[config.mk]
export PLATFORM = sky130hd
export DESIGN_NAME = led_display_arbiter
export DESIGN_NICKNAME = d
export VERILOG_FILES = /design/src/rtl/led_display_arbiter.sv
export SDC_FILE = /design/constraint.sdc
export NUM_CORES = 1
export LEC_CHECK = 0
export BUFFER_PORTS_ARGS = -buffer_cell sky130_fd_sc_hd__buf_4
export CAP_MARGIN = 10
export CORE_MARGIN = 2
export CORE_UTILIZATION = 54
export DETAILED_ROUTE_END_ITERATION = 8
export MAX_ROUTING_LAYER = met4
export PLACE_DENSITY = 0.86
export SYNTH_ARGS = -nofsm -noshare
export SYNTH_HDL_FRONTEND = slang
export SYNTH_SLANG_ARGS = --single-unit
export TNS_END_PERCENT = 20
[constraint.sdc]
create_clock -name clk -period 4 [get_ports clk]
set_input_delay 0.4 -clock clk [delete_from_list [all_inputs] [get_ports clk]]
set_output_delay 0.4 -clock clk [all_outputs]
set_load 0.02 [all_outputs]
[src/rtl/led_display_arbiter.sv]
// led_display_arbiter: round-robin owner selection for the shared 12-position
// bicolour LED display. It enforces a minimum hold time, preempts an owner at
// the end of its time slice only when another source is waiting, and inserts a
// blanking gap before the display passes to the next owner.
module led_display_arbiter #(
  parameter int unsigned N_REQ    = 4,
  parameter int unsigned DIV      = 20,
  parameter int unsigned MIN_HOLD = 2,
  parameter int unsigned SLICE    = 8,
  parameter int unsigned BLANK    = 1024
) (
  input  logic                clk,
  input  logic                resetn,
  input  logic [N_REQ-1:0]    req,
  input  logic [N_REQ*12-1:0] req_yr,
  input  logic [N_REQ*12-1:0] req_bg,
  output logic [N_REQ-1:0]    grant,
  output logic [11:0]         led_in_yr,
  output logic [11:0]         led_in_bg,
  output logic                busy
);

  localparam int unsigned OW = $clog2(N_REQ);
  localparam int unsigned HW = $clog2(SLICE + 1);
  localparam int unsigned BW = $clog2(BLANK + 1);

  typedef enum logic [1:0] {
    S_IDLE,
    S_OWN,
    S_BLANK
  } state_t;

  state_t           state;
  state_t           state_next;
  logic [DIV-1:0]   div_ctr;
  logic             tick;
  logic [HW-1:0]    hold_ctr;
  logic [BW-1:0]    blank_ctr;
  logic [OW-1:0]    last_owner;
  logic [OW-1:0]    winner;
  logic [OW-1:0]    scan_idx;
  logic             scan_found;
  logic [N_REQ-1:0] owner_mask;
  logic             others_waiting;
  logic             release_ok;
  logic             preempt_ok;
  logic             own_exit;
  logic             blank_done;
  logic             take_grant;

  // Decode of owner, exit conditions and prescaler tick.
  // last_owner doubles as the current owner while in S_OWN, so the one-hot
  // grant is derived from it rather than stored separately.
  always_comb begin
    tick           = &div_ctr;
    owner_mask     = N_REQ'(1) << last_owner;
    others_waiting = |(req & ~owner_mask);
    release_ok     = !req[last_owner] && (hold_ctr >= HW'(MIN_HOLD));
    preempt_ok     = others_waiting && (hold_ctr >= HW'(SLICE));
    own_exit       = release_ok || preempt_ok;
    blank_done     = (blank_ctr == BW'(BLANK - 1));
    take_grant     = (|req) && ((state == S_IDLE) || ((state == S_BLANK) && blank_done));
  end

  // Round-robin winner: first active request after the previous owner.
  always_comb begin
    winner     = last_owner;
    scan_found = 1'b0;
    scan_idx   = '0;
    for (int unsigned i = 1; i <= N_REQ; i++) begin
      scan_idx = OW'((32'(last_owner) + i) % N_REQ);
      if (!scan_found && req[scan_idx]) begin
        winner     = scan_idx;
        scan_found = 1'b1;
      end
    end
  end

  // State register.
  always_ff @(posedge clk) begin
    if (!resetn) begin
      state <= S_IDLE;
    end else begin
      state <= state_next;
    end
  end

  // Next-state logic.
  always_comb begin
    state_next = state;
    case (state)
      S_IDLE:  if (|req) state_next = S_OWN;
      S_OWN:   if (own_exit) state_next = S_BLANK;
      S_BLANK: if (blank_done) state_next = (|req) ? S_OWN : S_IDLE;
      default: state_next = S_IDLE;
    endcase
  end

  // Outputs decoded from state.
  always_comb begin
    busy  = (state != S_IDLE);
    grant = (state == S_OWN) ? owner_mask : '0;
  end

  // Prescaler, hold/blank counters, owner tracking and registered LED planes.
  always_ff @(posedge clk) begin
    if (!resetn) begin
      div_ctr    <= '0;
      hold_ctr   <= '0;
      blank_ctr  <= '0;
      last_owner <= OW'(N_REQ - 1);
      led_in_yr  <= '0;
      led_in_bg  <= '0;
    end else begin
      div_ctr <= div_ctr + 1'b1;
      if (take_grant) begin
        last_owner <= winner;
        hold_ctr   <= '0;
      end
      case (state)
        S_OWN: begin
          if (own_exit) begin
            blank_ctr <= '0;
            led_in_yr <= '0;
            led_in_bg <= '0;
          end else begin
            // Pattern freezes while the owner has dropped its request.
            if (req[last_owner]) begin
              led_in_yr <= req_yr[32'(last_owner)*12 +: 12];
              led_in_bg <= req_bg[32'(last_owner)*12 +: 12];
            end
            if (tick && (hold_ctr < HW'(SLICE))) begin
              hold_ctr <= hold_ctr + 1'b1;
            end
          end
        end
        S_BLANK: begin
          blank_ctr <= blank_ctr + 1'b1;
          led_in_yr <= '0;
          led_in_bg <= '0;
        end
        default: begin
          led_in_yr <= '0;
          led_in_bg <= '0;
        end
      endcase
    end
  end

endmodule

Word level (Yosys, flattened, before mapping)
Index checks and enable logic that the tools add are counted.
{"block": "word_totals", "mem_bits_ro": 0, "latchBits": 0, "ram_bits": 0, "elab_cells": 90, "memories": 0, "reg_bits": 63}
{"block": "classes", "div_mod_pow": 0, "n_mux": 29, "reduce_logical": 25, "bitwise": 4, "n_eq_ne": 6, "n_addsub": 7, "multipliers": 1, "shifts": 3, "n_lt_le_gt_ge": 8}
{"op": "variable part select 48 x 7 -> 12 bit", "n": 2}
{"op": "one-hot mux 11 bit (2 select lines)", "n": 1}
{"op": "adder 20 x 1 -> 20 bit (second input constant)", "n": 1}
{"op": "two-way mux 4 bit", "n": 5}
{"op": "AND reduction 20 bit", "n": 1}
{"op": "less-than comparator 2 x 3 -> 1 bit (second input constant)", "n": 5}
{"op": "two-way mux 2 bit", "n": 7}
{"op": "adder 11 x 1 -> 11 bit (second input constant)", "n": 1}
{"op": "equality test 11 x 10 -> 1 bit (second input constant)", "n": 1}
{"op": "two-way mux 11 bit", "n": 1}
{"op": "binary-select mux 1 bit (select 2 bit)", "n": 5}
{"op": "two-way mux 1 bit", "n": 9}
{"op": "logical AND 1 bit", "n": 8}
{"op": "OR reduction 4 bit", "n": 2}
{"op": "!= test 2 bit (second input constant)", "n": 3}
{"op": "one-hot mux 2 bit (3 select lines)", "n": 1}
{"op": "adder 2 x 1 -> 2 bit (second input constant)", "n": 2}
{"op": "adder 2 bit (second input constant)", "n": 2}
{"op": "adder 4 x 1 -> 4 bit (second input constant)", "n": 1}
{"op": "AND 4 bit", "n": 1}
{"op": ">= comparator 4 x 2 -> 1 bit (second input constant)", "n": 1}
{"op": ">= comparator 4 bit (second input constant)", "n": 1}
{"op": "zero test 1 bit", "n": 4}
{"op": "less-than comparator 4 bit (second input constant)", "n": 1}
{"op": "other kinds (13)", "n": 17}

Depth between registers and ports, before layout
Gate-level depths: netlist of run 1.
{"block": "logic_depth", "depth_word": 14, "ltp_mapped": 9, "ltp_nobuf": 6}

Worst setup path before layout of run 1
No wires, ideal clock.
{"block": "synth_path", "kind": "register to register", "startpoint": "register last_owner[1]", "endpoint": "register last_owner[0]", "stages_incl_launch_ff": 9, "setup_time_ns": 0.121, "setup_slack_ns": 1.526, "arrival_ns": 2.353, "n_path_buf": 2, "cell_sequence": "dfxtp_1 buf_1 buf_1 inv_1 ha_1 mux4_2 nand2b_1 a211oi_1 mux2_2"}
{"block": "synth_between", "elab_chain_len": 14, "elab_cells_between_ends": 26, "cone_classes": "add/sub: 4; mux: 14; reduce/logical: 8"}
{"element": "start, declared", "line": "39", "text": "logic [OW-1:0] last_owner;"}
{"element": "start signal, assigned", "line": "111", "text": "last_owner <= OW'(N_REQ - 1);"}
{"element": "start signal, assigned", "line": "117", "text": "last_owner <= winner;"}
{"element": "adder 2 x 1 -> 2 bit", "line": "71", "text": "scan_idx = OW'((32'(last_owner) + i) % N_REQ);"}
{"element": "binary-select mux 1 bit (select 2 bit)", "line": "72", "text": "if (!scan_found && req[scan_idx]) begin"}
{"element": "two-way mux 1 bit (implied by the code)", "line": "72"}
{"element": "two-way mux 1 bit", "line": "72"}
{"element": "zero test 1 bit", "line": "72"}
{"element": "logical AND 1 bit", "line": "72"}
{"element": "two-way mux 1 bit", "line": "72"}
{"element": "zero test 1 bit", "line": "72"}
{"element": "logical AND 1 bit", "line": "72"}
{"element": "two-way mux 1 bit", "line": "72"}
{"element": "zero test 1 bit", "line": "72"}
{"element": "logical AND 1 bit", "line": "72"}
{"element": "nonzero test 4 bit (no source line)"}
{"element": "AND reduction 2 bit (no source line)"}
Parallel ways exist; a longest one is shown, timed or not. The select of a mux whose other input is x is not followed.
A chain may end at the register's enable or synchronous reset.

Final worst setup path of run 1
{"block": "layout_path", "startpoint": "register last_owner[0]", "endpoint": "register led_in_yr[0]"}
{"block": "layout_between", "elab_chain_len": 7, "elab_cells_between_ends": 13, "cone_classes": "mul: 1; shift: 2; mux: 2; bitwise: 2; reduce/logical: 6"}
{"element": "parallel branches: the longest is 7 deep, another holds multiplier 2 x 2 -> 4 bit"}
{"element": "end signal, assigned", "line": "129", "text": "led_in_yr <= req_yr[32'(last_owner)*12 +: 12];"}
{"element": "end, declared", "line": "18", "text": "output logic [11:0] led_in_yr,"}
Parallel ways; which one is timed is not known. The select of a mux whose other input is x is not followed.

==> reports/qor.yml, run 1 <==
min_period_over_period_pct: 66.6
cts_buffer_depth: 2
htree_levels: 3
place_inst: 548
ys_warn_count: 0
core_mm2: 0.00639
clk_pin_slew_worst_paths_ns: 0.06
die_area_mm2: 0.00734
path_cells: "buf_4, mux4_2, or2_0, nand4_2, nor2_1"
min_path_type: "in -> reg"
die_x_um: 85.7
synth.largest_area_cell: "dfxtp_1"
grtUsageTotal_pct: 29.5
hpwl_mm: 7.40
synth-compound-area-share_pct: 8.40
finalHoldViolCount: 0
die_h_um: 85.7
power_density_mw_per_mm2: 449
start_util_pct: 56.4
synth_edf_count: 0
maxCapViolCount: 0
postSynth.asyncResetShare_pct: 0
numCtsBuffers: 9
synthMuxAreaShare_pct: 25.3
power.combinational.fraction_pct: 41.4
synth_cell_types: 55
max-vdd-ir-drop_mv: 0.417
relSlewSlack_pct: 27.5
ys.flop_type: "dfxtp_1"
tightest_slew_ns: 1.08
root_buffer: "clkbuf_8"
grt_first_pass_wirelength_mm: 16.3
port_buffers: 130
synth_xor_area_share_pct: 3.65
cp-start-kind: "flop"
syn_to_final_growth_pct: 33.5
postCtsHoldBufs: 0
p_seq_share_pct: 33.1
clock_sinks: 63
yosysMostFrequentCell: "dfxtp_1"
post_cts_buffers: 0
critPathBufInv: 1
period_needed_ns: 2.66
place_congestion: 0.922
drt_iter0_markers: 211
ys_top_cells_by_count: "dfxtp_1, nor2_1, mux4_2"
report.final.setup_viol: 0
p_int_w: 0.00146
synthAdderAreaFrac_pct: 2.78
path_class: "reg -> reg"
clock_insertion_delay_worst_skew_ns: 0.34
rows: 29
cpPeakStageDelay_ns: 0.61
fin_cells: 563
final_max_slew_viol_count: 0
syn_avg_cell_area_um2: 10.1
synth-simple-area-share_pct: 21.4
swShare_pct: 32.2
io_pins: 131
worstPathMaxFanout: 25
place_area_mm2: 0.00461
p_leak_nw: 2.05
stdcell_area_mm2: 0.00481
grt_max_degree: 34
power_switching_w: 0.000695
worstSetupEndpointType: "flop"
netlist_area_mm2: 0.00360
crit_family: "simple AND/OR/NAND/NOR gates"
post-route-drc-count: 0
diodes: 0
critical_path_arrival_ns: 2.92
yosys-top-cells-area: "dfxtp_1, mux4_2, mux2i_1"
max_freq_mhz: 376
final_core_util_pct: 75.3
vias: 3358
status: "finished, final reports clean"
slowest_stage: "nand4_2"
final.setup.tns_ns: 0
ant_nets: 0
crit_required_ns: 4.26
seq_area_frac_synth_pct: 35.0
grt_pass1_vias: 3501
synthCells: 358
post_cts_resized: 0
synth_top_family_by_area: "multiplexers"
wirelength_mm: 10.0
rsz0062_at_grt: "no"
drive_gt1_share_pct: 39.5
vias_per_cell: 5.96
firstDrtPassIters: 5
wl_per_cell_um: 17.8
finalNetCount: 592
clkPwrFrac_pct: 25.5
synth_fp_nets: 468
synth-seq-cells: 63
synth_top_area_share_pct: 35.0
tritoncts: "built"
antenna_found_initial: 0
grt-ovfl-total: 0
holdWs_ns: 0.414
skew_ns: 0.00844
-- through the flow --
stage | power [W] | worst slack [ns]
final | 0.00216 | 1.34
after global routing | 0.00226 | 1.09
after CTS | 0.00217 | 1.32
after detailed placement | 0.00162 | 1.35
after global placement | 0.00160 | 1.56
after floorplan | 0.00137 | 1.53
-- layer usage --
| metal | track usage, % | share of wire [%] |
|---|---|---|
| met1 | 34.2 | 41 |
| met3 | 6.83 | 5.1 |
| met5 | - | 0 |
| met2 | 49.8 | 51 |
| met4 | 11.1 | 3.0 |
-- power by group through the flow --
stage / logic [W] / registers, W / clock network (W)
6_report: 0.000894 / 0.000715 / 0.000550
5_1_grt: 0.000955 / 0.000722 / 0.000579
4_1_cts: 0.000896 / 0.000716 / 0.000556
3_5_place_dp: 0.000890 / 0.000729 / 0
3_3_place_gp: 0.000868 / 0.000728 / 0
2_1_floorplan: 0.000618 / 0.000753 / 0
-- cell usage in the layout, fill, tap and decap left out, types with 2 or more instances in the layout --
cell / n
buf_4: 134
xnor2_1: 6
or4_4: 2
clkbuf_8: 11
a21oi_1: 8
a31oi_1: 2
inv_1: 9
nor2b_1: 6
o21ai_0: 5
a211oi_1: 4
nand2b_1: 5
nand2_1: 20
nor4_1: 5
or4_1: 3
and2_1: 7
o21a_1: 2
nand3b_1: 2
mux4_2: 28
or3_1: 2
nor3_1: 7
xor2_1: 9
or2_2: 2
dfxtp_1: 62
and3_1: 2
nor3b_1: 2
ha_1: 8
nand3_1: 14
clkinv_2: 3
nand4_1: 11
o22ai_1: 3
o31ai_1: 8
mux2i_1: 27
nor2_1: 43
o21bai_1: 2
-- final cells by class --
| class | instances | area (um2) |
|---|---|---|
| multi-input combinational | 265 | 2220 |
| tap | 77 | 96.3 |
| sequential | 63 | 1260 |
| inverter | 9 | 33.8 |
| clock inverter | 4 | 45.0 |
| fill | 456 | 1580 |
| clock buffer | 11 | 151 |
| timing repair buffer | 134 | 1010 |
-- worst register-to-register path: cells and delay by family, from the launching register on --
kind                   cells  cell delay (ns)
buffers and inverters      1             0.46
flip-flops                 1             0.53
multiplexers               1             0.29
AND/OR/NAND/NOR            3             1.29
-- registers in the layout (all words and copies together) (netlist names) --
| register | flops |
|---|---|
| led_in_yr | 12 |
| blank_ctr | 11 |
| last_owner | 2 |
| led_in_bg | 12 |
| div_ctr | 20 |
| hold_ctr | 4 |
| state | 2 |
-- cell families after synthesis --
kind of cell | count (synthesis)
adder cells (fa/ha/maj) | 8
AND/OR/NAND/NOR | 143
AO/OA/AOI/OAI | 43
XOR/XNOR | 15
multiplexers | 56
buffers and inverters | 30
flip-flops | 63
-- path summary, 6_finish.rpt --
| kind | startpoint | to | slack [ns] | cells past startpoint |
|---|---|---|---|---|
| hold reg to reg | blank_ctr[1]$_SDFFE_PN0P_ | blank_ctr[1]$_SDFFE_PN0P_ | 0.49 | 2 |
| hold / removal | resetn | blank_ctr[2]$_SDFFE_PN0P_ | 0.41 | 3 |
| setup / recovery | last_owner[0]$_SDFFE_PN1P_ | led_in_yr[0]$_SDFFE_PP0P_ | 1.34 | 5 |
| setup reg to reg | last_owner[0]$_SDFFE_PN1P_ | led_in_yr[0]$_SDFFE_PP0P_ | 1.34 | 5 |
No activity file was read; power rests on OpenSTA's default activity.
==> inputs of run 2 (changes only) <==
--- a/config.mk
+++ b/config.mk
@@ -8,10 +8,10 @@
 export BUFFER_PORTS_ARGS = -buffer_cell sky130_fd_sc_hd__buf_4
 export CAP_MARGIN = 10
 export CORE_MARGIN = 2
-export CORE_UTILIZATION = 54
+export CORE_UTILIZATION = 45
 export DETAILED_ROUTE_END_ITERATION = 8
 export MAX_ROUTING_LAYER = met4
-export PLACE_DENSITY = 0.86
+export PLACE_DENSITY = 0.77
 export SYNTH_ARGS = -nofsm -noshare
 export SYNTH_HDL_FRONTEND = slang
 export SYNTH_SLANG_ARGS = --single-unit
==> constraint.sdc (replaced) <==
create_clock -name clk -period 2.2 [get_ports clk]
set_input_delay 0.22 -clock clk [delete_from_list [all_inputs] [get_ports clk]]
set_output_delay 0.22 -clock clk [all_outputs]
set_load 0.02 [all_outputs]
==> run 2 against run 1 <==
  * Routed wire length shrank 3.9%
  * Critical path depth grew 1
  * Clock-buffer cell count is the same
  * Sequential power grew 83%
  * Clock power grew 100%
  * Via count shrank 0.77%
  * Die area grew 19%
  * First-iteration DRC count shrank 31%
  * Largest power group unchanged
  * Clock skew shrank 0.0023 ns
  * Fmax grew 29%
  * Critical endpoint is now last_owner[0]$_SDFFE_PN1P_
==> reports/qor.yml, run 2 (synthesis gave the netlist of run 1 again) <==
status: "finished, final reports clean"
clock_insertion_delay_worst_skew_ns: 0.33  # about the same
final_core_util_pct: 64.1  # -11 points
tritoncts: "built"
finalHoldViolCount: 0  # unchanged
nFillCells: 633  # +39%
htree_levels: 3  # unchanged
clk_pin_slew_worst_paths_ns: 0.07  # about the same
firstDrtPassIters: 4  # -1
drive_gt1_share_pct: 40.6  # +1.1 points
numCtsBuffers: 9  # unchanged
setup.worst_path.start: "last_owner[1]$_SDFFE_PN1P_"
post-route-drc-count: 0  # unchanged
relSlewSlack_pct: 66.6  # +39 points
start_util_pct: 46.6  # -9.8 points
post_cts_resized: 0  # unchanged
r2r_start: "last_owner[1]$_SDFFE_PN1P_"
grt_first_pass_wirelength_mm: 16.4  # +0.68%
rsz0062_at_grt: "no"
clock_sinks: 63  # unchanged
grt-ovfl-total: 0  # unchanged
root_buffer: "clkbuf_8"
max-vdd-ir-drop_mv: 0.603  # +44%
tightest_slew_ns: 0.496  # -0.582 ns
maxCapViolCount: 0  # unchanged
worstSetupEndpointType: "flop"
post_cts_buffers: 0  # unchanged
max_freq_mhz: 483  # +29%
path_cells: "inv_1, ha_1, mux4_2, nand2b_1, a211oi_1, mux2_2"
vias: 3332  # -0.77%
finalNetCount: 602  # +1.7%
report.final.setup_viol: 0  # unchanged
die_area_mm2: 0.00874  # +19%
hpwl_mm: 7.43  # +0.42%
io_pins: 131  # unchanged
drt_iter0_markers: 145  # -31%
syn_to_final_growth_pct: 37.5
grt_max_degree: 32  # -5.9%
min_period_over_period_pct: 94.0  # +27 points
die_x_um: 93.5  # +9.1%
min_path_type: "in -> reg"
final_cell_mix: "buf_4, dfxtp_1, nor2_1, mux4_2, mux2i_1"
slowest_stage: "dfxtp_1"
critPathBufInv: 1  # unchanged
period_needed_ns: 2.07  # -0.594 ns
wirelength_mm: 9.65  # -3.9%
cp-start-kind: "flop"
path_class: "reg -> reg"
worstPathMaxFanout: 9  # -64%
postCtsHoldBufs: 0  # unchanged
diodes: 0  # unchanged
grt_pass1_vias: 3414  # -2.5%
cts_buffer_depth: 2  # unchanged
grtUsageTotal_pct: 24.6  # -4.9 points
ant_nets: 0  # unchanged
vias_per_cell: 5.56  # -6.7%
final_max_slew_viol_count: 0  # unchanged
reg.largest.list: "div_ctr x20, led_in_bg x12, led_in_yr x12"
wl_per_cell_um: 16.1  # -9.7%
critical_path_arrival_ns: 2.29  # -0.63 ns
crit_required_ns: 2.42  # -1.84 ns
place_congestion: 0.882  # -4.3%
cpPeakStageDelay_ns: 0.52  # -0.09 ns
rows: 32  # +10%
antenna_found_initial: 0  # unchanged
power_density_mw_per_mm2: 812  # +81%
crit_family: "multiplexers"
skew_ns: 0.00613  # -0.00232 ns
final_common_cell: "buf_4"
core_mm2: 0.00773  # +21%
p_leak_nw: 2.11  # +2.9%
die_h_um: 93.5  # +9.1%
largest_reg_flops: 20  # unchanged
hold_start: "resetn"
final.setup.tns_ns: 0  # unchanged
port_buffers: 130  # unchanged
regMostFlops: "div_ctr"
-- run 2: worst paths after layout --
check                                to  slack [ns]  cells after the start
max          last_owner[0]$_SDFFE_PN1P_        0.13                      6
min               state[1]$_SDFFE_PN0P_        0.25                      2
max reg2reg  last_owner[0]$_SDFFE_PN1P_        0.13                      6
min reg2reg       div_ctr[0]$_SDFF_PN0_        0.48                      1
-- run 2: cell type report --
cell class / count / area, um2 / share of cell area, %
repair buffers: 144 / 1090 / 22.1
inverters: 9 / 33.8 / 0.682
flip-flops and latches: 63 / 1260 / 25.5
multi-input cells: 265 / 2220 / 44.7
clock buffers: 11 / 141 / 2.85
well taps: 102 / 128 / 2.58
clock inverters: 5 / 81.3 / 1.64
-- run 2: through the flow --
| stage | power (W) | cell area, um2 | hold slack (ns) | worst slack, ns | cells |
|---|---|---|---|---|---|
| after floorplan | 0.00251 | 3610 | 0.442 | 0.0371 | 358 |
| after global placement | 0.00291 | 4730 | 0.459 | 0.252 | 583 |
| after detailed placement | 0.00295 | 4730 | 0.467 | 0.144 | 583 |
| after CTS | 0.00407 | 4960 | 0.222 | 0.130 | 599 |
| after global routing | 0.00424 | 4960 | 0.235 | 0.0147 | 599 |
| final | 0.00402 | 4960 | 0.245 | 0.132 | 599 |
-- run 2: report_power, final --
part	internal [W]	switching, W	leakage (nW)	total, W
Sequential	0.00122	0.0000878	0.510	0.00131
Clock	0.000669	0.000440	0.110	0.00111
Combinational	0.000875	0.000731	1.49	0.00161
Total	0.00277	0.00126	2.11	0.00402
-- run 2: routing by layer --
metal,global-route usage (%),up-vias,wire [um]
li1,-,1601,-
met1,29.6,1600,4020
met2,40.0,106,4830
met3,5.80,25,471
met4,9.68,0,331
met5,-,-,0
-- run 2: worst register-to-register path, stage by stage (launching register included) --
cell,delay [ns]
dfxtp_1,0.52
inv_1,0.12
ha_1,0.35
mux4_2,0.25
nand2b_1,0.06
a211oi_1,0.29
mux2_2,0.37
==> inputs of run 3 (changes only) <==
==> constraint.sdc (replaced) <==
create_clock -name clk -period 2.2 [get_ports clk]
set_input_delay 0.11 -clock clk [delete_from_list [all_inputs] [get_ports clk]]
set_output_delay 0.11 -clock clk [all_outputs]
set_load 0.02 [all_outputs]
==> run 3 against run 2 <==
  * Cell count is the same
  * Sequential power is essentially flat
  * Routed wire length up 0.29%
  * Sequential share of layout area stayed put
  * Largest power group unchanged
  * Highest routed layer unchanged
==> reports/qor.yml, run 3 (synthesis gave the netlist of run 1 again) <==
min_period_over_period_pct: 92.9  # -1.2 points
rows: 32  # unchanged
r2r_start: "div_ctr[0]$_SDFF_PN0_"
path_class: "reg -> reg"
vias: 3335  # +0.090%
path_cells: "ha_1, nand2_1, or4_4, or4_1, a21oi_1"
final_cell_mix: "buf_4, dfxtp_1, nor2_1, mux4_2, mux2i_1"
root_buffer: "clkbuf_8"
final.setup.tns_ns: 0  # unchanged
max_freq_mhz: 490  # +1.3%
period_needed_ns: 2.04  # -0.0257 ns
grt_first_pass_wirelength_mm: 15.9  # -3.3%
reg.largest.list: "div_ctr x20, led_in_bg x12, led_in_yr x12"
critical_path_arrival_ns: 2.31  # +0.02 ns
firstDrtPassIters: 5  # +1
wirelength_mm: 9.68  # +0.29%
post_cts_buffers: 0  # unchanged
core_mm2: 0.00773  # unchanged
status: "finished, final reports clean"
post_cts_resized: 0  # unchanged
min_path_type: "in -> reg"
die_x_um: 93.5  # unchanged
endpoint: "div_ctr[18]$_SDFF_PN0_"
relSlewSlack_pct: 65.9  # -0.78 points
numCtsBuffers: 9  # unchanged
vias_per_cell: 5.57  # about the same
rsz0062_at_grt: "no"
die_area_mm2: 0.00874  # unchanged
syn_to_final_growth_pct: 37.5  # unchanged
tritoncts: "built"
grtUsageTotal_pct: 24.0  # -0.64 points
final_max_slew_viol_count: 0  # unchanged
fin_cells: 599  # unchanged
grt_max_degree: 32  # unchanged
post-route-drc-count: 0  # unchanged
cp-start-kind: "flop"
clock_insertion_delay_worst_skew_ns: 0.33  # about the same
max-vdd-ir-drop_mv: 0.658  # +9.2%
setup.worst_path.start: "div_ctr[0]$_SDFF_PN0_"
seqCellArea_mm2: 0.00126  # unchanged
worstPathMaxFanout: 6  # -3
cpPeakStageDelay_ns: 0.56  # +0.04 ns
power_density_mw_per_mm2: 813  # +0.16%
io_pins: 131  # unchanged
holdPathStages: 2  # unchanged
antenna_found_initial: 0  # unchanged
drt_iter0_markers: 117  # -19%
rr_endpoint: "div_ctr[18]$_SDFF_PN0_"
reg2reg_depth: 5  # -1
port_buffers: 130  # unchanged
cts_buffer_depth: 2  # unchanged
slowest_stage: "or4_4"
cp.depth: 5  # -1
finalHoldViolCount: 0  # unchanged
ant_nets: 0  # unchanged
crit_required_ns: 2.47  # +0.05 ns
wl_per_cell_um: 16.2  # +0.29%
report.final.setup_viol: 0  # unchanged
diodes: 0  # unchanged
clock_sinks: 63  # unchanged
htree_levels: 3  # unchanged
drive_gt1_share_pct: 40.6  # unchanged
start_util_pct: 46.6  # unchanged
crit_family: "simple AND/OR/NAND/NOR gates"
grt-ovfl-total: 0  # unchanged
p_leak_nw: 2.10  # about the same
hpwl_mm: 7.36  # -0.96%
multi_input_area_mm2: 0.00222  # unchanged
r2r_setup_slack_ns: 0.16  # +0.03 ns
nFillCells: 627  # -0.95%
worstSetupEndpointType: "flop"
skew_ns: 0.00686  # +0.000733 ns
die_h_um: 93.5  # unchanged
place_congestion: 0.922  # +4.6%
finalNetCount: 602  # unchanged
regMostFlops: "div_ctr"
largest_reg_flops: 20  # unchanged
power.total_w: 0.00403  # +0.16%
place_inst: 583  # unchanged
final_common_cell: "buf_4"
grt_pass1_vias: 3330  # -2.5%
critPathBufInv: 0  # -1
postCtsHoldBufs: 0  # unchanged
tightest_slew_ns: 0.511  # +0.0153 ns
final_core_util_pct: 64.1  # unchanged
maxCapViolCount: 0  # unchanged
clk_pin_slew_worst_paths_ns: 0.07  # about the same
-- run 3: final cells by class --
class	instances	share of cell area, %
inverter	9	0.682
clock inverter	5	1.64
clock buffer	11	2.85
tap	102	2.58
sequential	63	25.5
timing repair buffer	144	22.1
multi-input combinational	265	44.7
-- run 3: worst min path at each step --
stage,start,endpoint
after CTS,resetn,state[1]$_SDFFE_PN0P_
after global placement,div_ctr[0]$_SDFF_PN0_,div_ctr[0]$_SDFF_PN0_
after detailed placement,div_ctr[0]$_SDFF_PN0_,div_ctr[0]$_SDFF_PN0_
final,resetn,state[1]$_SDFFE_PN0P_
after global routing,resetn,state[1]$_SDFFE_PN0P_
after floorplan,req[0],last_owner[1]$_SDFFE_PN1P_
-- run 3: per-stage QoR --
step / instance area (um2) / hold slack, ns / worst slack (ns)
4_1_cts: 4960 / 0.114 / 0.160
2_1_floorplan: 3610 / 0.418 / 0.0371
3_3_place_gp: 4730 / 0.458 / 0.222
3_5_place_dp: 4730 / 0.466 / 0.157
5_1_grt: 4960 / 0.117 / 0.00325
6_report: 4960 / 0.131 / 0.157
-- run 3: per-layer routing --
layer | up-vias | global-route usage, % | routed length, um
met3 | 23 | 5.56 | 427
li1 | 1599 | - | -
met5 | - | - | 0
met4 | 0 | 10.2 | 320
met2 | 106 | 40.5 | 4900
met1 | 1607 | 27.3 | 4030
-- run 3: where the power goes --
group / switching, W / leakage, nW / internal [W] / total, W
registers: 0.0000815 / 0.510 / 0.00122 / 0.00130
logic: 0.000735 / 1.48 / 0.000874 / 0.00161
clock network: 0.000449 / 0.110 / 0.000669 / 0.00112
total: 0.00127 / 2.10 / 0.00277 / 0.00403
-- run 3: worst reg2reg max path: stages, from the launching register on --
cell and delay (ns):
dfxtp_1 0.39, ha_1 0.28, nand2_1 0.12, or4_4 0.57, or4_1 0.48, a21oi_1 0.14
